`config.mk`:
```
export PLATFORM = sky130hd
export DESIGN_NAME = inst_align
export DESIGN_NICKNAME = d
export VERILOG_FILES = /design/src/rtl/inst_align_pkg.sv /design/src/rtl/hw_ring.sv /design/src/rtl/inst_align.sv
export SDC_FILE = /design/constraint.sdc
export NUM_CORES = 1
export LEC_CHECK = 0
export CORE_AREA = 10 10 196 198
export DETAILED_ROUTE_END_ITERATION = 10
export DIE_AREA = 0 0 206 208
export DONT_BUFFER_PORTS = 1
export GPL_TIMING_DRIVEN = 0
export SLEW_MARGIN = 20
export SYNTH_ARGS = -nofsm -noshare
export SYNTH_HDL_FRONTEND = slang
export SYNTH_SLANG_ARGS = --single-unit
```
`constraint.sdc`:
```
create_clock -name clk -period 5.03 [get_ports clk]
set_input_delay 0.503 -clock clk [delete_from_list [all_inputs] [get_ports clk]]
set_output_delay 0.503 -clock clk [all_outputs]
set_load 0.1 [all_outputs]
```
`src/rtl/inst_align_pkg.sv`:
```
// Shared definitions for the instruction aligner slice.
// Holds the datapath widths, the halfword-count/pointer types used by the
// ring buffer, the default reset PC, and the compressed-encoding test.
package inst_align_pkg;

  localparam int unsigned XLEN       = 64;  // PC and fetch word width
  localparam int unsigned ILEN       = 32;  // full instruction width
  localparam int unsigned HLEN       = 16;  // halfword width
  localparam int unsigned RING_DEPTH = 8;   // halfwords held by the aligner
  localparam int unsigned FETCH_HW   = 4;   // halfwords per fetch word

  typedef logic [3:0]      hw_cnt_t;  // 0..8 halfwords
  typedef logic [2:0]      hw_ptr_t;  // ring index, wraps modulo 8
  typedef logic [HLEN-1:0] hw_t;

  localparam logic [XLEN-1:0] DEFAULT_RESET_PC = 64'h0000_0000_8000_0000;

  // A halfword starts a 16-bit instruction unless its low two bits are 2'b11.
  function automatic logic is_compressed(input hw_t hw);
    return hw[1:0] != 2'b11;
  endfunction

endpackage

```
`src/rtl/hw_ring.sv`:
```
// 8-entry halfword circular queue for the instruction aligner.
// Ports:
//   clk, rst_n       clock, async active-low reset (empties the queue)
//   flush            drop all contents this cycle (head jumps to tail)
//   wr_en, wr_n      append wr_n (1..4) halfwords taken from wr_data[15:0] upward
//   wr_data          halfwords to append, lowest first
//   rd_en, rd_n      retire rd_n (1..2) halfwords from the head
//   rd_hw0, rd_hw1   halfwords at head and head+1
//   cnt              number of valid halfwords (0..8)
module hw_ring
  import inst_align_pkg::*;
(
  input  logic            clk,
  input  logic            rst_n,
  input  logic            flush,
  input  logic            wr_en,
  input  hw_cnt_t         wr_n,
  input  logic [XLEN-1:0] wr_data,
  input  logic            rd_en,
  input  hw_cnt_t         rd_n,
  output hw_t             rd_hw0,
  output hw_t             rd_hw1,
  output hw_cnt_t         cnt
);

  hw_t     mem [RING_DEPTH];
  hw_ptr_t head;
  hw_ptr_t tail;

  always_ff @(posedge clk or negedge rst_n) begin
    if (!rst_n) begin
      head <= '0;
      tail <= '0;
      cnt  <= '0;
    end else if (flush) begin
      head <= tail;
      cnt  <= '0;
    end else begin
      if (wr_en) tail <= tail + hw_ptr_t'(wr_n);
      if (rd_en) head <= head + hw_ptr_t'(rd_n);
      cnt <= cnt + (wr_en ? wr_n : '0) - (rd_en ? rd_n : '0);
    end
  end

  // Storage carries no reset: entries outside head..tail are never observed.
  always_ff @(posedge clk) begin
    if (wr_en && !flush) begin
      for (int unsigned i = 0; i < FETCH_HW; i++) begin
        if (hw_cnt_t'(i) < wr_n)
          mem[tail + hw_ptr_t'(i)] <= wr_data[i*HLEN +: HLEN];
      end
    end
  end

  always_comb begin
    rd_hw0 = mem[head];
    rd_hw1 = mem[head + 3'd1];
  end

endmodule

```
`src/rtl/inst_align.sv`:
```
// Instruction aligner: turns 8-byte-aligned fetch words into a stream of
// 16-bit (compressed) and 32-bit instructions with their PCs.
// Ports:
//   clk, rst_n                 clock, async active-low reset
//   fetch_valid/fetch_ready    fetch word handshake, fetch_data = hw3..hw0
//   redirect_valid/redirect_pc flush the queue and restart at redirect_pc
//   out_valid/out_ready        instruction handshake towards decode
//   out_inst, out_comp, out_pc head instruction, compressed flag, its PC
module inst_align
  import inst_align_pkg::*;
#(
  parameter logic [XLEN-1:0] RESET_PC = DEFAULT_RESET_PC
) (
  input  logic            clk,
  input  logic            rst_n,
  input  logic            fetch_valid,
  output logic            fetch_ready,
  input  logic [XLEN-1:0] fetch_data,
  input  logic            redirect_valid,
  input  logic [XLEN-1:0] redirect_pc,
  output logic            out_valid,
  input  logic            out_ready,
  output logic [ILEN-1:0] out_inst,
  output logic            out_comp,
  output logic [XLEN-1:0] out_pc
);

  logic [1:0]      skip;     // halfwords of the next fetch word lying before the PC
  logic [XLEN-1:0] pc_q;
  hw_cnt_t         cnt;
  hw_cnt_t         wr_n;
  hw_cnt_t         rd_n;
  hw_t             hw0;
  hw_t             hw1;
  logic            comp;
  logic            enq;
  logic            deq;
  logic [XLEN-1:0] wr_data;

  always_comb begin
    comp = is_compressed(hw0);
    // rst_n gating keeps both handshakes closed for the whole reset window.
    fetch_ready = rst_n && !redirect_valid && (cnt <= 4'd4);
    out_valid   = rst_n && !redirect_valid &&
                  (((cnt >= 4'd1) && comp) || (cnt >= 4'd2));
    out_comp = comp;
    out_inst = comp ? {16'h0000, hw0} : {hw1, hw0};
    out_pc   = pc_q;
    enq      = fetch_valid && fetch_ready;
    deq      = out_valid && out_ready;
    wr_n     = 4'd4 - {2'b00, skip};
    rd_n     = comp ? 4'd1 : 4'd2;
    // Drop the skipped leading halfwords so the ring always writes from bit 0.
    wr_data  = fetch_data >> {skip, 4'b0000};
  end

  always_ff @(posedge clk or negedge rst_n) begin
    if (!rst_n) begin
      skip <= RESET_PC[2:1];
      pc_q <= RESET_PC;
    end else if (redirect_valid) begin
      skip <= redirect_pc[2:1];
      pc_q <= redirect_pc & ~64'd1;
    end else begin
      if (enq) skip <= '0;
      if (deq) pc_q <= pc_q + (comp ? 64'd2 : 64'd4);
    end
  end

  hw_ring u_ring (
    .clk     (clk),
    .rst_n   (rst_n),
    .flush   (redirect_valid),
    .wr_en   (enq),
    .wr_n    (wr_n),
    .wr_data (wr_data),
    .rd_en   (deq),
    .rd_n    (rd_n),
    .rd_hw0  (hw0),
    .rd_hw1  (hw1),
    .cnt     (cnt)
  );

endmodule

```
=== After elaboration in Yosys (flattened, before gate mapping) ===
Memories as Yosys holds them, arrays and structs flattened.
Index checks and enable logic that the tools add are counted.

* Register bits after elaboration: 76
* Input port bits: 133
* Logic and storage cells: 62
* Memories kept: 1
* RAM bits: 128
* Output and inout port bits: 99

* Add/sub/neg operators: 10
* Reductions and logical operators: 12
* Order comparisons: 7
* Shift-type cells: 1
* Equality and inequality tests: 1
* Muxes and demuxes: 24
* Bitwise gates (word level): 1

{| class="wikitable"
|+ Memory list
! memory !! words !! bits a word !! read ports !! clocked after Yosys merged registers in !! wr ports !! line !! source
|-
| u_ring.mem || 8 || 16 || 2 || 0 || 4 || hw_ring.sv:26 || <nowiki>hw_t mem [RING_DEPTH];</nowiki>
|}

{| class="wikitable"
|+ Operators with widths
! operator !! number
|-
| $mux 64 || 2
|-
| $add 64x3->64 || 1
|-
| $shr 64x6->64 || 1
|-
| $mux 32 || 1
|-
| $mux 1 || 12
|-
| $mux 3 || 3
|-
| $lt 1x4->1 const A || 2
|-
| $lt 2x4->1 const A || 2
|-
| $mux 2 || 4
|-
| $mux 4 || 2
|-
| $logic_and 1x1->1 || 7
|-
| $add 3x1->3 const B || 2
|-
| $add 3x2->3 const B || 2
|-
| $add 4x4->4 || 1
|-
| $ge 4x1->1 const B || 1
|-
| $ge 4x2->1 const B || 1
|-
| $le 4x3->1 const B || 1
|-
| $reduce_bool 2->1 || 2
|-
| $sub 3x2->4 const A || 1
|-
| $sub 4x4->4 || 1
|-
| $add 3x2->3 || 1
|-
| $add 3x3->3 || 1
|-
| $ne 2x2->1 const B || 1
|-
| $reduce_and 2->1 || 1
|-
| other kinds (3) || 3
|}

=== Longest topological paths before layout ===
Gate-level depths: netlist of run 1.
An unclocked memory read counts as a cell.

* Depth in word-level cells: 9
* Mapped depth: 16
* Depth with buffers taken out: 13

=== Cells and area by module ===
Synthesis of run 1 repeated with hierarchy kept, for this count alone.

* Cell total of the unflattened synthesis: 1708
* Area, all modules: 16530.9 µm²

{| class="wikitable"
|+ By module, submodules not included
! module !! cells each !! times used !! seq. area each (µm²) !! area each (µm²)
|-
| hw_ring || 1043 || 1 || 4093.9 || 11283.3
|-
| inst_align || 665 || 1 || 1627.8 || 5247.5
|}

=== Least setup slack after synthesis of run 1 ===
No wires, ideal clock.

* Kind: flip-flop to flip-flop
* Start point: register u_ring.head[0]
* End point: register pc_q[57], in the netlist out_pc[57]
* Path slack: -618 ps
* Library setup time: 82 ps
* Data required time: 4948 ps
* Data arrival time: 5566 ps
* Buffers on the path: 3
* Period minus slack after synthesis: 5648 ps
* Stages on the path, launching flop included: 17
* Cells stage by stage: dfrtp_1 > buf_6 > mux4_2 > mux2i_4 > inv_2 > nand2_1 > clkbuf_1 > ha_1 > inv_1 > fa_1 > nand4b_1 > or4_1 > nor3_1 > buf_2 > o2111ai_4 > or4_1 > a31oi_1

* Cells in the longest elaborated chain, start to end: 7
* Elaborated cells on any way between the ends: 11
* Those cells by class: add/sub: 1; eq/ne: 1; mux: 3; reduce/logical: 5; memory: 1

{| class="wikitable"
|+ RTL lines
! element !! line !! source
|-
| from (decl) || hw_ring.sv:27 || <nowiki>hw_ptr_t head;</nowiki>
|-
| from (signal assigned) || hw_ring.sv:36 || <nowiki>head <= tail;</nowiki>
|-
| from (signal assigned) || hw_ring.sv:40 || <nowiki>if (rd_en) head <= head + hw_ptr_t'(rd_n);</nowiki>
|-
| $mem_v2 8x16 (*) || - ||
|-
| $ne 2x2->1 (*) || inst_align_pkg.sv:20 || <nowiki>return hw[1:0] != 2'b11;</nowiki>
|-
| named net out_comp || inst_align.sv:24 || <nowiki>output logic out_comp,</nowiki>
|-
| branches (longest 5 deep; another with $add 64x3->64) || - ||
|-
| to (signal assigned) || inst_align.sv:63 || <nowiki>pc_q <= redirect_pc & ~64'd1;</nowiki>
|-
| to (signal assigned) || inst_align.sv:66 || <nowiki>if (deq) pc_q <= pc_q + (comp ? 64'd2 : 64'd4);</nowiki>
|-
| to (decl) || inst_align.sv:29 || <nowiki>logic [XLEN-1:0] pc_q;</nowiki>
|}

Mark *: on every way through the listed nets, which the timed path passes. The select of a mux whose other input is x is not followed.
A chain may end at the register's enable or synchronous reset.

=== Worst setup path in the final report of run 1 ===
Ends and elaborated chain as after synthesis.

==> results, run 1 <==
- The final count of pins violating max slew came to 0.
- The aggregate global-route resource usage is 27.5%.
- For this configuration, the core starts out at a cell density of 45.5%.
- The initial antenna violation count came to 0.
- Ranked by instance count, the synthesized netlist is headed by sky130_fd_sc_hd__nand2_1 (278), sky130_fd_sc_hd__o21ai_0 (176), sky130_fd_sc_hd__mux2i_1 (151).
- STA classifies the critical path endpoint as a flop.
- The final count of hold timing violations is 0.
- The placed wire-length estimate after detailed placement is 49300 um.
- In this run the worst setup path terminates at out_pc[57].
- The leftover overflow at the end of global routing is 0.
- The checks that failed: DRC.
- The maximum buffer depth of the clock tree is 3.
- The relative contribution of sequential cells to total power is 26.9%.
- Of all cell types, the one taking the most synthesized area is sky130_fd_sc_hd__edfxtp_1.
- The pin count of the biggest net entering global routing is 76.
- The repair_antennas step left the layout with diodes totalling 0.
- The cell leakage power is 5.91 nW.
- The first routing iteration left 1446 violations.
- In this run switching power makes up 52.6% of total power.
- The count of buffer and inverter cells on the critical path is 5.
- Data arrives at the worst endpoint at 5.28 ns.
- The via count of the first global-routing pass is 13500.
- By area the synthesized netlist is led by sky130_fd_sc_hd__edfxtp_1 (25%), sky130_fd_sc_hd__dfrtp_1 (12%), sky130_fd_sc_hd__mux2i_1 (9.7%).
- The mean number of vias per cell is 6.48.
- The detailed-router iteration count before antenna repair is 9.
- The critical path data required time is 5.46 ns.
- In this run the remaining antenna-violating nets after routing total 0.
- In this run the top signal layer used is met4.
- The maximum clock frequency is 206 MHz.
- In the routed design, unresolved DRC markers number 1.
- The total power consumption of the routed design is 9.72 mW.
- The cell area after placement is 16400 um^2.
- The number of placed I/O pins is 232.
- The tightest min-delay check is of the primary input to flop type.
- Across the routed clock network, the largest skew measured is 0.0135 ns.
- The number of cells after detailed placement is 2081.
- The global-route wire length before repair is 90900 um.
- The wire length reported by the detailed router is 61100 um.
- Clock tree synthesis found a total of 203 sinks.
- The floorplan step set the die width to 206 um.
- The critical path startpoint is u_ring.head[0].
- At the pin with the least slew margin, the transition time is 1.12 ns.
- The worst flop-to-flop path endpoint is out_pc[57].
- The number of synthesis warnings is 0.
- In this run the tightest slew margin relative to its limit is 25.1%.
- The internal power summed over all cells is 4.61 mW.
- The slowest cell on the critical path is sky130_fd_sc_hd__or4_4.
- The largest voltage drop on the vdd net is 314 uV.
- Synthesis handed over a netlist of 1626 instances.
- The share of the core filled with cells in the final layout is 50.7%.
- The die is 208 um tall.
- The clock network power share is 17.7%.
- For the worst-skew pair, the clock arrives at the later sink with an insertion delay of 0.50 ns.
- After layout, the minimum clock period comes to 4.85 ns.
- Summing all non-filler instances in the final layout gives an area of 17400 um^2.
- The number of clock buffers inserted by TritonCTS is 21.
- For this design the ratio of total power to cell area is 557 nW/um^2.
- TritonCTS built the clock tree.
- The synthesized area per cell is 9.62 um^2.
- The cell depth of the worst setup path is 16.
- The run finished, with violations left.
- The maximum level of the CTS H-tree is 1.
- The most common cell in the synthesized netlist is sky130_fd_sc_hd__nand2_1.
- Combinational logic burns 55.4% of the power.
- The most common flop cell mapped by yosys is sky130_fd_sc_hd__edfxtp_1.
- The family of cells with the greatest summed delay on the critical path is simple AND/OR/NAND/NOR gates.
- Setup repair after global routing left no endpoint under its margin.
- The post-route netlist has 14.0% of its cells at a drive strength greater than 1.
- Setup violations remaining at the end of the flow were counted as 0.
- The max-capacitance violation count is 0.
- The cell at the root of the clock tree is sky130_fd_sc_hd__clkbuf_16.
- The final weighted congestion in routability-driven placement is 0.996.
- The sequential fraction of the synthesis area is 36.6%.
- The slack of the worst reg-to-reg path is 0.18 ns.
- When the netlist entered floorplanning its net count stood at 1779.
- After clock tree synthesis, the clock-pin slew on the worst setup and hold paths is 0.07 ns.
- Wire segments on met3 add up to 6010 um in the final route.
- Counting flops with a built-in enable in the synthesized netlist gives 128.
- Counting cells, the worst reg-to-reg path comes to 16.
- The highest net fanout along the worst path is 10.
- Walking the worst path, the cells encountered are buf_12, mux4_2, mux2i_4, inv_8, nand2_4, clkbuf_16, ha_4, inv_1, fa_2, nand4b_1, or4_4, a2111oi_4, buf_6, o2111ai_4, or4_1, a31oi_1.
- The area growth from synthesis to layout is 11.5%.
- The nature of the critical path startpoint is a flop.
- The number of library cell types mapped by synthesis is 54.
- The detail-routed net length per standard cell is 28.7 um.
- In this design, the stage delay of the slowest critical-path cell is 0.63 ns.
- After synthesis the netlist holds a flip-flop and latch count of 203.
- The routed via count is 13800.
- The net count reported at finish is 1813.
- Across all hold checks on the routed design, the worst slack comes to 0.120 ns.
- After synthesis, the share of flip-flops with an asynchronous set or reset is 36.9%.
- The core region is 34400 um^2.
- The standard-cell row count is 68.
- The share of the clock period used by the worst path is 96.4%.
- The post-synthesis instance area is 15600 um^2.
- The synthesized design devotes to its leading area cell type 24.6% of total area.
- The length of routed wiring on met1 is 27100 um.
- The count of placed standard cells in the final layout, fillers left out is 2129.
- The worst setup path is of the flop to flop kind.
- The startpoint identified for the worst register-to-register timing path is u_ring.head[0].
- The routed wire length on met2 is 27300 um.
- The die footprint is 42800 um^2.
- For this design the total switching power over the nets is 5.11 mW.
- The count of input and output buffers is 0.
power groups by stage:
stage	Combinational, mW	Sequential [mW]	Clock (mW)
floorplan	3.94	2.54	0
global placement	4.92	2.61	0
global route	5.66	2.63	1.79
detailed placement	5.21	2.62	0
CTS	5.31	2.60	1.72
finish	5.39	2.61	1.72
per-layer routing:
layer	vias up	GRT usage (%)
met5	-	0
met4	0	3.76
met3	48	5.16
met2	725	41.8
met1	6847	40.5
li1	6185	-
through the flow:
step	TNS [ns]	setup slack (ns)
2_1_floorplan	0	0.0243
3_3_place_gp	-22.67	-0.953
3_5_place_dp	-19.57	-0.801
4_1_cts	-0.00648	-0.00648
5_1_grt	0	0.0152
6_report	0	0.181
worst min path at each step:
stage                    start          to  slack, ns  cells past startpoint
6_report       redirect_pc[36]  out_pc[36]       0.12                      2
5_1_grt        redirect_pc[27]  out_pc[27]       0.13                      2
4_1_cts        redirect_pc[44]  out_pc[44]       0.11                      2
3_5_place_dp             rst_n  out_pc[34]       0.21                      0
3_3_place_gp             rst_n  out_pc[34]       0.21                      0
2_1_floorplan            rst_n  out_pc[10]       0.21                      0
worst reg2reg max path, delay by kind of cell, from the launching register on:
family | cells | cell delay [ns]
multiplexers | 2 | 0.85
AND/OR/NAND/NOR | 4 | 1.44
flip-flops | 1 | 0.46
buffers and inverters | 5 | 0.80
adder cells (fa/ha/maj) | 2 | 0.55
AO/OA/AOI/OAI | 3 | 0.68
layout by cell type (no fill, tap or decap), types with 9 or more instances in the layout:
cell type / n
sky130_fd_sc_hd__inv_1: 30
sky130_fd_sc_hd__buf_4: 12
sky130_fd_sc_hd__clkbuf_1: 102
sky130_fd_sc_hd__dfrtp_1: 73
sky130_fd_sc_hd__xnor2_1: 47
sky130_fd_sc_hd__a21oi_4: 17
sky130_fd_sc_hd__o21ai_0: 176
sky130_fd_sc_hd__nand3_1: 23
sky130_fd_sc_hd__buf_1: 13
sky130_fd_sc_hd__a211oi_1: 15
sky130_fd_sc_hd__mux2_2: 62
sky130_fd_sc_hd__nand2_1: 277
sky130_fd_sc_hd__ha_1: 14
sky130_fd_sc_hd__and3_1: 14
sky130_fd_sc_hd__o211ai_1: 132
sky130_fd_sc_hd__nand4_1: 25
sky130_fd_sc_hd__a21oi_1: 50
sky130_fd_sc_hd__xor2_1: 19
sky130_fd_sc_hd__mux4_2: 64
sky130_fd_sc_hd__edfxtp_1: 128
sky130_fd_sc_hd__clkbuf_16: 22
sky130_fd_sc_hd__nor2_1: 63
sky130_fd_sc_hd__a2111oi_0: 9
sky130_fd_sc_hd__mux2i_1: 151
final cells by class:
type / instances / area (um^2)
clock inverter: 13 / 201
sequential: 203 / 5720
fill: 3210 / 16900
clock buffer: 24 / 537
timing repair buffer: 13 / 126
buffer: 129 / 568
tap: 455 / 569
inverter: 34 / 144
multi-input combinational: 1258 / 9570
kinds of logic (layout without fill, tap and decap cells):
kind of cell | after synthesis | in the layout | synth area share, %
xor+xnor | 66 | 66 | 3.70
simple gates | 460 | 460 | 12.8
mux | 279 | 279 | 23.6
fa+ha+maj | 20 | 20 | 1.84
buf+inv | 165 | 213 | 4.22
compound gates | 432 | 432 | 17.2
other cells | 1 | 1 | 0.0240
flops | 203 | 203 | 36.6
sequential cells by signal, indices dropped and copies added (netlist names):
signal and count:
skip 2, u_ring.mem 128, u_ring.head 3, u_ring.tail 3
out_pc 63, u_ring.cnt 4
repair_timing:
item                                    in CTS  in global routing
pin swaps                                    1                  5
hold buffers                                 2                  0
resized for setup                           23                 19
setup buffers                                5                  5
endpoints found under the setup margin     144                119
hold endpoints to repair                    75                  0
gates cloned                                 1                  0
(Power assumes the default switching activity.)
==> run 2, diff against run 1 <==
Settings changed: ABC_CLOCK_PERIOD_IN_PS from default to 5030, CTS_CLUSTER_DIAMETER from default to 30.
==> run 2 against run 1 <==
Net effect: the run now ends clean; sequential share of layout area decreased by 0.63 points; clock power increased by 28%; first-iteration DRC count increased by 0.62%; final area increased by 2.0%; final cell count increased by 1.4%; core utilization increased by 1.0 points; die area unchanged; clock-buffer cell count increased by 19; combinational power decreased by 0.7%; hold slack got worse by 0.0029 ns.
==> results, run 2 (synthesis results as in run 1) <==
- The register with the highest flop count is u_ring.mem (unchanged).
- The pin slew with the least headroom to its limit was 1.11 ns (was 1.12 ns).
- The maximum clock frequency is 207 MHz (was 206 MHz).
- The mean number of vias per cell is 6.42 (was 6.48).
- The highest net fanout along the worst path is 10 (unchanged).
- The floorplan core area came to 34400 um^2 (unchanged).
- The die footprint was 42800 um^2 (unchanged).
- The clock input transition at the sequential cells of the worst setup and hold paths is 0.04 ns (was 0.07 ns).
- The via count of the first global-routing pass is 13700 (was 13500).
- The post-route minimum period came to 4.84 ns (was 4.85 ns).
- The number of DRC violations after detailed routing is 0 (was 1).
- The maximum level of the CTS H-tree is 2 (was 1).
- Setup repair after global routing missed its margin: no (unchanged).
- The initial antenna violation count was 3 (was 0).
- The cell at the root of the clock tree was sky130_fd_sc_hd__clkbuf_16 (unchanged).
- The global-route wire length before repair is 91700 um (was 90900 um).
- The number of fill cells in the layout is 3186 (was 3210).
- The nature of the critical path startpoint was a flop (unchanged).
- The power density normalized to cell area is 573 nW/um^2 (was 557 nW/um^2).
- The share of the clock period used by the worst path is 96.3% (was 96.4%).
- The detailed-router iteration count before antenna repair was 6 (was 9).
- The cell leakage power came to 6.07 nW (was 5.91 nW).
- The standard-cell row count is 68 (unchanged).
- The number of cells after detailed placement was 2081 (unchanged).
- The number of clock buffers inserted by TritonCTS is 35 (was 21).
- The max-capacitance violation count is 0 (unchanged).
- The wire length reported by the detailed router is 61400 um (was 61100 um).
- The leftover overflow at the end of global routing is 0 (unchanged).
- The maximum buffer depth of the clock tree is 3 (unchanged).
- The arrival time of the worst setup path is 5.27 ns (was 5.28 ns).
- The path category of the worst min-delay check is primary input to flop (unchanged).
- The floorplan die height is 208 um (unchanged).
- The routed via count was 13900 (was 13800).
- The insertion delay to the later sink of the worst-skew pair is 0.51 ns (was 0.50 ns).
- The flip-flop count of the largest register, all copies and words added is 128 (unchanged).
- The number of placed I/O pins is 232 (unchanged).
- The die extent in x came to 206 um (unchanged).
- The violation count after the first detailed-routing iteration was 1455 (was 1446).
- The post-route worst hold slack is 0.117 ns (was 0.120 ns).
- The initial core utilization is 45.5% (unchanged).
- The pin count of the biggest net entering global routing is 76 (unchanged).
- The CTS sink count came to 203 (unchanged).
- The number of nets still failing antenna checks after routing is 0 (unchanged).
- The headroom to the max-slew limit is 25.7% (was 25.1%).
- The proportion of layout cells with a drive suffix above 1 was 15.1% (was 14.0%).
- The critical path data required time was 5.45 ns (was 5.46 ns).
- The count of placed standard cells in the final layout, fillers left out is 2158 (was 2129).
- The TritonCTS clock tree is built (unchanged).
- The largest voltage drop on the vdd net is 418 uV (was 314 uV).
- The count of input and output buffers is 0 (unchanged).
- The final-report setup violation count is 0 (unchanged).
- The final count of pins violating max slew is 0 (unchanged).
- The start-to-end type of the worst setup path is flop to flop (unchanged).
- The aggregate global-route resource usage is 27.9% (was 27.5%).
- The detail-routed net length per standard cell came to 28.4 um (was 28.7 um).
- The kind of capture point of the worst setup path is a flop (unchanged).
- The final count of hold timing violations is 0 (unchanged).
- Top library cells by usage in the layout, fill and taps aside: sky130_fd_sc_hd__nand2_1 (277), sky130_fd_sc_hd__o21ai_0 (176), sky130_fd_sc_hd__mux2i_1 (151) (unchanged).
- The net count reported at finish is 1827 (was 1813).
- The placed wire-length estimate after detailed placement is 49300 um (unchanged).
- The most common cell after layout, fill and taps aside is sky130_fd_sc_hd__nand2_1 (unchanged).
- The final weighted congestion in routability-driven placement is 0.996 (unchanged).
- Status: completed (was finished with violations).
- The area growth from synthesis to layout is 13.7% (was 11.5%).
- The worst clock skew was 0.0151 ns (was 0.0135 ns).
-- run 2: metrics by stage --
| stage | power [mW] | utilization (%) | setup WS, ns | TNS [ns] | area [um^2] |
|---|---|---|---|---|---|
| detailed placement | 7.83 | 47.7 | -0.801 | -19.57 | 16400 |
| floorplan | 6.48 | - | 0.0243 | 0 | 15600 |
| CTS | 10.2 | 51.4 | 0.00134 | 0 | 17700 |
| finish | 10.2 | 51.7 | 0.188 | 0 | 17800 |
| global route | 10.6 | 51.7 | 0.0109 | 0 | 17800 |
| global placement | 7.53 | 47.2 | -0.953 | -22.67 | 16200 |
-- run 2: per-layer routing --
metal	track usage [%]	part of all wire, %	up-vias
met2	41.6	44	709
li1	-	-	6213
met4	5.57	1.6	2
met3	6.12	10	59
met1	40.5	44	6871
met5	0	0.021	-
-- run 2: critical path, cell delays in order (launching register included) --
cell                        delay (ns)
sky130_fd_sc_hd__dfrtp_2          0.45
sky130_fd_sc_hd__buf_12           0.17
sky130_fd_sc_hd__mux4_2           0.55
sky130_fd_sc_hd__mux2i_4          0.29
sky130_fd_sc_hd__inv_8            0.15
sky130_fd_sc_hd__nand2_4          0.12
sky130_fd_sc_hd__clkbuf_16        0.25
sky130_fd_sc_hd__ha_1             0.21
sky130_fd_sc_hd__inv_1            0.06
sky130_fd_sc_hd__fa_2             0.37
sky130_fd_sc_hd__nand4b_1         0.23
sky130_fd_sc_hd__or4_4            0.63
sky130_fd_sc_hd__a2111oi_4        0.33
sky130_fd_sc_hd__buf_6            0.18
sky130_fd_sc_hd__o2111ai_4        0.15
sky130_fd_sc_hd__or4_1            0.43
sky130_fd_sc_hd__a31oi_1          0.18
-- run 2: final timing paths --
path                       slack [ns]            start             end  cells past startpoint
min                              0.12  redirect_pc[31]      out_pc[31]                      2
max reg2reg                      0.19   u_ring.head[0]      out_pc[57]                     16
max in group asynchronous        4.08            rst_n  u_ring.head[0]                      2
min reg2reg                      0.70    u_ring.cnt[3]   u_ring.cnt[3]                      3
max                              0.19   u_ring.head[0]      out_pc[57]                     16
min in group asynchronous        0.62            rst_n      out_pc[49]                      2
-- run 2: report_power, final --
group	switching, mW	internal (mW)
Combinational	3.83	1.53
Sequential	0.580	2.04
Clock	0.845	1.37
Total	5.25	4.93
-- run 2: final cells by class --
type	count	area, um^2	share of cell area, %
clock inverter	19	171	0.964
clock buffer	43	916	5.15
multi-input combinational	1258	9560	53.8
buffer	129	568	3.19
inverter	34	141	0.795
tap	455	569	3.20
sequential	203	5720	32.2
antenna	4	10.0	0.0563
timing repair buffer	13	126	0.711
-- run 2: what timing repair did --
| action | in CTS | in global routing |
|---|---|---|
| hold buffers | 2 | 0 |
| gates cloned | 1 | 0 |
| endpoints found under the hold margin | 75 | 0 |
| setup buffers | 4 | 6 |
| pin swaps | 1 | 4 |
| resized for setup | 23 | 16 |
| setup endpoints to repair | 144 | 103 |
==> run 3, diff against run 2 <==
Settings changed: GPL_ROUTABILITY_DRIVEN from default to 0, GPL_TIMING_DRIVEN 0 to default.
==> run 3 against run 2 <==
Net effect: final area decreased by 1.5%; worst setup slack improved by 0.26 ns; clock power decreased by 8%; final cell count decreased by 2.7%; largest cell class unchanged; highest routed layer unchanged.
==> results, run 3 (synthesis results as in run 1) <==
- The maximum clock frequency is 218 MHz (was 207 MHz).
- The share of the clock period used by the worst path is 91.1% (was 96.3%).
- The number of inserted diodes is 0 (was 4).
- The violation count after the first detailed-routing iteration is 1959 (was 1455).
- The initial antenna violation count came to 2 (was 3).
- The detailed-router iteration count before antenna repair is 6 (unchanged).
- The initial core utilization is 45.5% (unchanged).
- The post-cts resize count is 0 (was 23).
- The family of cells with the greatest summed delay on the critical path is simple AND/OR/NAND/NOR gates (unchanged).
- The number of buffers inserted to repair setup after CTS is 0 (was 4).
- The switching share of total power is 50.7% (was 51.6%).
- The final-report setup violation count is 0 (unchanged).
- The pin slew with the least headroom to its limit was 1.20 ns (was 1.11 ns).
- The nature of the critical path startpoint is a flop (unchanged).
- The final count of hold timing violations came to 0 (unchanged).
- The via count of the first global-routing pass is 12600 (was 13700).
- The flip-flop count of the largest register, all copies and words added is 128 (unchanged).
- The switching power total is 4.95 mW (was 5.25 mW).
- The arrival time of the worst setup path is 5.06 ns (was 5.27 ns).
- The pin count of the biggest net entering global routing was 97 (was 76).
- The share of the core filled with cells in the final layout came to 51.0% (was 51.7%).
- The number of nets still failing antenna checks after routing was 0 (unchanged).
- The proportion of layout cells with a drive suffix above 1 is 19.0% (was 15.1%).
- The floorplan die height is 208 um (unchanged).
- The aggregate global-route resource usage is 24.8% (was 27.9%).
- Ordered cell list for the critical path: mux4_2, mux2i_4, inv_2, nand2_2, ha_1, inv_1, fa_1, nand4b_1, or4_1, nor3_1, buf_4, o2111ai_1, or3_1, a31oi_1 (was buf_12, mux4_2, mux2i_4, inv_8, nand2_4, clkbuf_16, ha_1, inv_1, fa_2, nand4b_1, or4_4, a2111oi_4, buf_6, o2111ai_4, or4_1, a31oi_1).
- The post-route worst hold slack came to 0.0376 ns (was 0.117 ns).
- The number of clock buffers inserted by TritonCTS came to 30 (was 35).
- The register with the highest flop count was u_ring.mem (unchanged).
- The slack of the critical path is 0.448 ns (was 0.188 ns).
- The area growth from synthesis to layout is 12.0% (was 13.7%).
- The worst clock skew is 0.0208 ns (was 0.0151 ns).
- The number of DRC violations after detailed routing is 0 (unchanged).
- The maximum buffer depth of the clock tree is 3 (unchanged).
- The largest voltage drop on the vdd net came to 371 uV (was 418 uV).
- The most common cell after layout, fill and taps aside is sky130_fd_sc_hd__nand2_1 (unchanged).
- The floorplan core area is 34400 um^2 (unchanged).
- The final count of pins violating max slew was 0 (unchanged).
- The count of buffer and inverter cells on the critical path is 3 (was 5).
- The number of placed I/O pins was 232 (unchanged).
- The critical path data required time is 5.51 ns (was 5.45 ns).
- The worst setup timing slack at the placement stage is 0.463 ns (was -0.801 ns).
- The highest net fanout along the worst path was 11 (was 10).
- The standard-cell row count is 68 (unchanged).
- Top library cells by usage in the layout, fill and taps aside: sky130_fd_sc_hd__nand2_1 (277), sky130_fd_sc_hd__o21ai_0 (176), sky130_fd_sc_hd__mux2i_1 (151) (unchanged).
- The internal power summed over all cells is 4.82 mW (was 4.93 mW).
- The stage delay of the slowest cell on the critical path came to 0.59 ns (was 0.63 ns).
- The wire length reported by the detailed router is 55300 um (was 61400 um).
- The TritonCTS clock tree is built (unchanged).
- The placed wire-length estimate after detailed placement was 40000 um (was 49300 um).
- The most used routing layer in global routing is met1 (was met2).
- The routed via count is 13700 (was 13900).
- The die footprint is 42800 um^2 (unchanged).
- The count of input and output buffers is 0 (unchanged).
- The post-route minimum period is 4.58 ns (was 4.84 ns).
- Status: completed (unchanged).
- The start-to-end type of the worst setup path is flop to flop (unchanged).
- The CTS sink count is 203 (unchanged).
- The cell leakage power is 6.11 nW (was 6.07 nW).
- The maximum level of the CTS H-tree is 1 (was 2).
- The slowest cell on the critical path is sky130_fd_sc_hd__mux4_2 (was sky130_fd_sc_hd__or4_4).
- The insertion delay to the later sink of the worst-skew pair is 0.56 ns (was 0.51 ns).
- The net count reported at finish came to 1773 (was 1827).
- The relative contribution of sequential cells to total power is 25.1% (was 25.7%).
- The mean number of vias per cell is 6.52 (was 6.42).
- The hold buffer count at CTS is 2 (unchanged).
- The design area was 17500 um^2 (was 17800 um^2).
- The clock input transition at the sequential cells of the worst setup and hold paths is 0.06 ns (was 0.04 ns).
- The global-route wire length before repair came to 82300 um (was 91700 um).
- The combinational cell fraction of total power was 54.1% (was 52.6%).
- The headroom to the max-slew limit came to 19.8% (was 25.7%).
- The die extent in x came to 206 um (unchanged).
- The kind of capture point of the worst setup path is a flop (unchanged).
- The power density normalized to cell area came to 558 nW/um^2 (was 573 nW/um^2).
- The sum of negative setup slack is 0 ns (unchanged).
- The leftover overflow at the end of global routing is 0 (unchanged).
- The cell area after placement came to 16500 um^2 (was 16400 um^2).
- The met3 usage was 6.74% (was 6.12%).
- The met1 usage is 37.6% (was 40.5%).
- Setup repair after global routing missed its margin: no (unchanged).
- The cell at the root of the clock tree is sky130_fd_sc_hd__clkbuf_16 (unchanged).
- The max-capacitance violation count came to 0 (unchanged).
- The met2 routing resource usage after global routing is 34.7% (was 41.6%).
- The detail-routed net length per standard cell was 26.4 um (was 28.4 um).
- The clock network power share is 20.8% (was 21.7%).
- The path category of the worst min-delay check is primary input to flop (unchanged).
run 3: metrics by stage:
| step | instances | power, mW |
|---|---|---|
| floorplan | 1626 | 6.48 |
| global placement | 2041 | 7.65 |
| detailed placement | 2041 | 7.72 |
| CTS | 2099 | 9.78 |
| finish | 2099 | 9.78 |
| global route | 2099 | 10.2 |
run 3: routing by layer:
metal	routed length (um)	share of wire, %
met1	24300	44
met2	22800	41
met3	7520	14
met4	661	1.2
met5	31	0.056
run 3: power by group through the flow:
| stage | clock network [mW] | registers [mW] | logic (mW) |
|---|---|---|---|
| 2_1_floorplan | 0 | 2.54 | 3.94 |
| 3_3_place_gp | 0 | 2.47 | 5.19 |
| 3_5_place_dp | 0 | 2.48 | 5.24 |
| 4_1_cts | 2.06 | 2.45 | 5.27 |
| 5_1_grt | 2.14 | 2.48 | 5.57 |
| 6_report | 2.04 | 2.45 | 5.29 |
run 3: area by class of cell:
cell class	count	area, um^2
fill	3138	16800
multi-input combinational	1258	9380
sequential	203	5730
clock buffer	34	787
timing repair buffer	93	733
tap	455	569
clock inverter	22	199
inverter	34	128
run 3: path summary, 6_finish.rpt:
| path | from | end | slack [ns] | depth (start not counted) |
|---|---|---|---|---|
| max | u_ring.head[1] | out_pc[47] | 0.45 | 14 |
| min reg2reg | out_pc[5] | out_pc[5] | 0.65 | 2 |
| max reg2reg | u_ring.head[1] | out_pc[47] | 0.45 | 14 |
| min | redirect_valid | u_ring.cnt[3] | 0.04 | 1 |
| max in group asynchronous | rst_n | out_pc[31] | 4.15 | 2 |
| min in group asynchronous | rst_n | out_pc[49] | 0.54 | 2 |
